[config.mk]
export PLATFORM = sky130hd
export DESIGN_NAME = mem_port_arbiter
export DESIGN_NICKNAME = d
export VERILOG_FILES = /design/src/rtl/mem_port_arbiter.sv
export SDC_FILE = /design/constraint.sdc
export NUM_CORES = 1
export LEC_CHECK = 0
export ABC_AREA = 1
export BUFFER_PORTS_ARGS = -buffer_cell sky130_fd_sc_hd__buf_2
export CAP_MARGIN = 20
export CORE_MARGIN = 2
export CORE_UTILIZATION = 32
export CTS_CLUSTER_SIZE = 8
export DETAILED_ROUTE_END_ITERATION = 12
export PLACE_DENSITY = 0.91
export SETUP_SLACK_MARGIN = 0.15
export SLEW_MARGIN = 0
export SYNTH_ARGS = -nofsm -noshare
export SYNTH_HDL_FRONTEND = slang
export SYNTH_SLANG_ARGS = --single-unit
[constraint.sdc]
create_clock -name clk -period 1.62 [get_ports clk]
set_clock_uncertainty 0.15 [all_clocks]
set_input_delay 0 -clock clk [delete_from_list [all_inputs] [get_ports clk]]
set_output_delay 0 -clock clk [all_outputs]
set_load 0.005 [all_outputs]
[src/rtl/mem_port_arbiter.sv]
// mem_port_arbiter: shares exmem port 2 between a priority display requester (0)
// and a starvation-protected game-logic requester (1), one access per cycle.
module mem_port_arbiter #(
    parameter int DATA_WIDTH = 16,
    parameter int ADDR_WIDTH = 16,
    parameter int MAX_WAIT   = 4
) (
    input  logic                  clk,
    input  logic                  reset,
    input  logic                  i_req0,
    input  logic                  i_req1,
    input  logic                  i_we0,
    input  logic                  i_we1,
    input  logic                  i_lock0,
    input  logic                  i_lock1,
    input  logic [ADDR_WIDTH-1:0] i_addr0,
    input  logic [ADDR_WIDTH-1:0] i_addr1,
    input  logic [DATA_WIDTH-1:0] i_wdata0,
    input  logic [DATA_WIDTH-1:0] i_wdata1,
    output logic                  o_gnt0,
    output logic                  o_gnt1,
    output logic                  o_rvalid0,
    output logic                  o_rvalid1,
    output logic [DATA_WIDTH-1:0] o_rdata,
    output logic [ADDR_WIDTH-1:0] o_mem_addr,
    output logic [DATA_WIDTH-1:0] o_mem_wdata,
    output logic                  o_mem_we,
    input  logic [DATA_WIDTH-1:0] i_mem_rdata
);
    typedef enum logic [1:0] {IDLE = 2'd0, OWN0 = 2'd1, OWN1 = 2'd2} state_t;

    localparam logic [3:0] LP_MAX = 4'(MAX_WAIT);

    state_t     r_state;
    state_t     w_next;
    logic [3:0] r_wait1;
    logic       r_rvalid0;
    logic       r_rvalid1;
    logic       w_gnt0;
    logic       w_gnt1;

    always_ff @(posedge clk) begin
        if (reset) begin
            r_state   <= IDLE;
            r_wait1   <= 4'd0;
            r_rvalid0 <= 1'b0;
            r_rvalid1 <= 1'b0;
        end else begin
            r_state   <= w_next;
            r_rvalid0 <= w_gnt0 & ~i_we0;
            r_rvalid1 <= w_gnt1 & ~i_we1;
            r_wait1   <= w_gnt1 ? 4'd0 : (i_req1 && r_wait1 < LP_MAX) ? r_wait1 + 4'd1 : r_wait1;
        end
    end

    // Starvation override beats any lock held by requester 0
    always_comb begin
        w_gnt0 = 1'b0;
        w_gnt1 = 1'b0;
        if (!reset) begin
            if (r_wait1 == LP_MAX && i_req1)
                w_gnt1 = 1'b1;
            else if (r_state == OWN0 && i_lock0 && i_req0)
                w_gnt0 = 1'b1;
            else if (r_state == OWN1 && i_lock1 && i_req1)
                w_gnt1 = 1'b1;
            else if (i_req0)
                w_gnt0 = 1'b1;
            else if (i_req1)
                w_gnt1 = 1'b1;
        end
        w_next = w_gnt0 ? OWN0 : w_gnt1 ? OWN1 : IDLE;
    end

    assign o_gnt0      = w_gnt0;
    assign o_gnt1      = w_gnt1;
    assign o_rvalid0   = r_rvalid0;
    assign o_rvalid1   = r_rvalid1;
    assign o_rdata     = i_mem_rdata;
    assign o_mem_addr  = w_gnt0 ? i_addr0 : w_gnt1 ? i_addr1 : '0;
    assign o_mem_wdata = w_gnt0 ? i_wdata0 : w_gnt1 ? i_wdata1 : '0;
    assign o_mem_we    = (w_gnt0 & i_we0) | (w_gnt1 & i_we1);
endmodule

Word level (Yosys, flattened, before mapping)
Cells that the tools add are included.

Flip-flop bits (word level): 8. Bits of input ports: 88. Logic and storage cells: 42.

Add/sub/neg operators: 1. Order comparisons: 1. Equal/unequal tests: 3. Mux-type cells: 17. Bitwise gates (word level): 7. Reductions and logical operators: 8.

Operators with widths (number): 16-bit 2-to-1 mux (4); 1-bit 2-to-1 mux (12); 1-bit logical AND (6); 4-bit by 1-bit adder with 4-bit output, second input constant (1); 1-bit AND (4); 4-bit by 3-bit == test with 1-bit output, second input constant (1); 4-bit by 3-bit < comparator with 1-bit output, second input constant (1); 2-bit OR reduction (2); 2-bit by 1-bit == test with 1-bit output, second input constant (1); 2-bit == test, second input constant (1); 2-bit 2-to-1 mux (1); 1-bit NOT (2); 1-bit OR (1).

Depth between registers and ports, before layout
Word-level depth: 9. Mapped depth: 7. Mapped depth without buffers: 6.

Worst setup path before layout
Ideal clock, no wire load.

Kind: reg-to-output. From: reg r_wait1[0]. To: out o_mem_wdata[0]. Arrival time: 1226 ps. Setup slack: 244 ps. Stages on the path, launching flop included: 7. Path buffers: 1. Path through: dfxtp_1 inv_1 ha_1 nand4_4 buf_1 nand4_1 nand2_1.

Cells in the longest elaborated chain, start to end: 6.

Ends and longest elaborated chain: start: declaration (line 36) `logic [3:0] r_wait1;`; start signal: assignment (line 52) `r_wait1 <= w_gnt1 ? 4'd0 : (i_req1 && r_wait1 < LP_MAX) ? r_wait1 + 4'd1 : r_wait1;`; 4-bit by 3-bit == test with 1-bit output (*) (line 61) `if (r_wait1 == LP_MAX && i_req1)`; 1-bit logical AND (*) (line 61); 1-bit 2-to-1 mux (line 61); 1-bit 2-to-1 mux (line 60) `if (!reset) begin`; 16-bit 2-to-1 mux (line 81) `assign o_mem_wdata = w_gnt0 ? i_wdata0 : w_gnt1 ? i_wdata1 : '0;`; 16-bit 2-to-1 mux (*) (line 81); end: declaration (line 26) `output logic [DATA_WIDTH-1:0] o_mem_wdata,`.

Mark *: on every way between the ends. The rest lies on a longest branch, timed or not.

Final worst setup path
From: reg r_wait1[0]. To: out o_mem_we.

Cells in the longest elaborated chain, start to end: 6.

Ends and longest elaborated chain: 4-bit by 3-bit == test with 1-bit output (*) (line 61); 1-bit logical AND (*) (line 61); 1-bit 2-to-1 mux (line 61); 1-bit 2-to-1 mux (line 60); 1-bit AND (line 82) `assign o_mem_we = (w_gnt0 & i_we0) | (w_gnt1 & i_we1);`; 1-bit OR (*) (line 82); end: declaration (line 27) `output logic o_mem_we,`.

Marks and branches as above.

==> flow_summary.ini <==
[status]
violations = negative setup slack
status = complete, but fails checks

[hold_path]
hold_path.class = in -> reg

[timing]
slew_violations = 0
max_freq_mhz = 576
setup_viol = 35
timing.final.ws_setup_ns = -0.116
max_slew.worst_pin.slew_ns = 0.585
hold_viol = 0
rsz0062_at_grt = yes
finalCriticalPeriod_ns = 1.74
hold_slack_ns = 0.0963
slew_headroom = 0.609
fin_crit_sh = 1.07

[logic_synthesis]
synth-seq-cells = 8
avgSynthCellArea_sq_um = 6.12
yosys.area.top_type_share = 0.192
ys_seq_area_frac = 0.144
synth_fp_nets = 271
syn-cell-area_sq_mm = 0.00111
synth_area_leaders = nand4_1, nand3_1, dfxtp_1
synth_area_leader_cell = nand4_1
yosysWarningCount = 0
synth.distinct_cells = 21
synthCells = 181

[setup_path]
critical_path_peak_fanout = 8
rrSetupSlack_ns = 0.15
cp-start-kind = flop
rr_worst_depth = 9
path_class = reg -> out
cp-endpoint = o_mem_we
critPathLaunch = r_wait1[0]
worst_setup_path_end_kind = primary output
crit_arrival_ns = 1.59
timing.rr.end = r_state[0]
r2r-start = r_wait1[0]
cp.required_ns = 1.47

[cells_and_area]
stdcell_count = 352
area_growth_syn_to_layout_pct = 106
num-fill-cells = 286
final_area_sq_mm = 0.00228
nets = 398
n_antenna_cell = 0
drive_above_1_share = 0.582
post-route-util = 0.684

[clock_tree]
cts.sink_count = 8
cts_buffer_depth = 2
cts_buffers = 3
clk_latency_ns = 0.26
root_buffer = clkbuf_4
path_clk_slew_ns = 0.05
cts_tree = done
htreeDepth = 1

[detailed_routing]
vias_per_cell = 5.20
totalWireLength_mm = 5.29
drtIter0Drc = 53
first_pass_iters = 4
ant_nets = 0
wl_per_cell_um = 15.0
num_vias = 1829
drc_errors = 0

[place]
hpwl_mm = 2.76
dp_cells = 308
gp_congestion = 0.831
dpl_cell_area_sq_mm = 0.00154
port-buffer-count = 107

[job]
cap_viol_max_count = 0

[global_routing]
grt_max_degree = 44
grt_antenna_before_repair = 0
overflow = 0
grt_pass1_wl_mm = 8.12
grt_pass1_vias = 1705
grt_util_all_layers = 0.256

[pwr]
p_clk_frac = 0.199
internal-power_w = 0.000505
peakVddDrop_uv = 361
power_density_mw_per_mm2 = 352
swShare = 0.371
comb_power_share = 0.539
switchingPower_w = 0.000298
leakagePower_nw = 1.29
p_seq_frac = 0.262

[floorplan]
initial_core_util = 0.332
die_h_um = 62.9
io_pins = 141
row_count = 21
core-area_sq_mm = 0.00334
die_w_um = 62.9
die_area_sq_mm = 0.00395
[sequential cells by signal (all words and copies together), names as in the netlist]
name	cells
o_rvalid1	1
o_rvalid0	1
r_wait1	4
r_state	2
[placed cells by master, fill, tap and decap left out]
cell           count
nor3_1             1
nand2_1           35
nor2_1             7
buf_16             3
ha_4               1
buf_2            106
nor2_2             1
buf_6              6
nor2_4             2
nand4_1           34
nand2_4            3
o21ai_0            1
ha_1               1
buf_4              8
dlygate4sd3_1     20
buf_8              1
xor2_1             1
nand3_4            6
inv_1             11
inv_2              3
nand3_1           11
buf_12             5
dfxtp_2            2
clkbuf_4           3
nand3_2           24
nand2_2            3
dfxtp_1            6
nand4_4            1
[power by group through the flow]
stage	Clock, W	Combinational (W)	Sequential [W]
after floorplan	0	0.000183	0.000213
after global placement	0	0.000297	0.000213
after detailed placement	0	0.000303	0.000214
after CTS	0.000158	0.000398	0.000210
after global routing	0.000176	0.000470	0.000211
final	0.000160	0.000433	0.000210
[per-layer routing]
metal,share of wire,global-route usage
met3,0.081,0.0541
met1,0.38,0.282
met2,0.52,0.488
met5,0,0
met4,0.017,0.0722
[through the flow]
step	setup slack (ns)	power, W	TNS (ns)
2_1_floorplan	0.244	0.000396	0
3_3_place_gp	0.0322	0.000511	0
3_5_place_dp	-0.0340	0.000517	-0.0430
4_1_cts	-0.103	0.000766	-2.38
5_1_grt	-0.174	0.000857	-4.87
6_report	-0.116	0.000803	-2.76
[critical path, cell delays in order (launching register included)]
cell and delay, ns:
dfxtp_2 0.34, inv_2 0.05, ha_4 0.15, nand4_4 0.07
buf_12 0.13, buf_6 0.10, nand3_4 0.16, nand3_2 0.15
nand2_2 0.06, buf_6 0.11
[synth_stat cells]
master	count
ha_1	2
buf_1	2
nor2_1	8
buf_2	4
clkbuf_1	4
o21ai_0	1
dfxtp_1	8
nand3_4	1
buf_6	3
xor2_1	1
inv_2	1
nand4_4	1
inv_1	13
nor3_1	1
nand4_1	34
nor2_2	1
nand2_2	2
nand2_1	39
nor2_4	1
buf_4	19
nand3_1	35
[worst min-delay path by stage]
stage	startpoint	end	slack (ns)	cells after the start
global placement	i_mem_rdata[10]	o_rdata[10]	-0.15	0
finish	i_req1	r_wait1[1]	0.1	5
floorplan	reset	o_gnt0	-0.12	1
CTS	i_req1	r_wait1[0]	0.07	4
detailed placement	i_mem_rdata[10]	o_rdata[10]	-0.15	0
global route	reset	o_gnt0	0.13	3
[logic make-up (layout without fill, tap and decap cells)]
group	Yosys count	count (layout)	share of synthesized area
AND/OR/NAND/NOR	123	128	0.576
AO/OA/AOI/OAI	1	1	0.00451
buffers and inverters	46	166	0.245
adder cells (fa/ha/maj)	2	2	0.0226
XOR/XNOR	1	1	0.00790
flip-flops	8	8	0.144
[cell type report]
type | instances | area, sq um | area share
Timing Repair Buffer | 149 | 1060 | 0.463
Multi-Input combinational cell | 132 | 930 | 0.408
Sequential cell | 8 | 163 | 0.0713
Tap cell | 46 | 57.6 | 0.0252
Inverter | 14 | 52.6 | 0.0230
Clock buffer | 3 | 22.5 | 0.00987
[repair_timing]
action | 4_1_cts | 5_1_grt
pin swaps | 13 | 7
hold buffers | 20 | 0
gates resized for setup | 37 | 24
buffers inserted | 10 | 3
endpoints found under the setup margin | 38 | 39
gates cloned | 8 | 0
hold endpoints to repair | 20 | 0
Note: power is estimated with default switching activity, not from simulation.
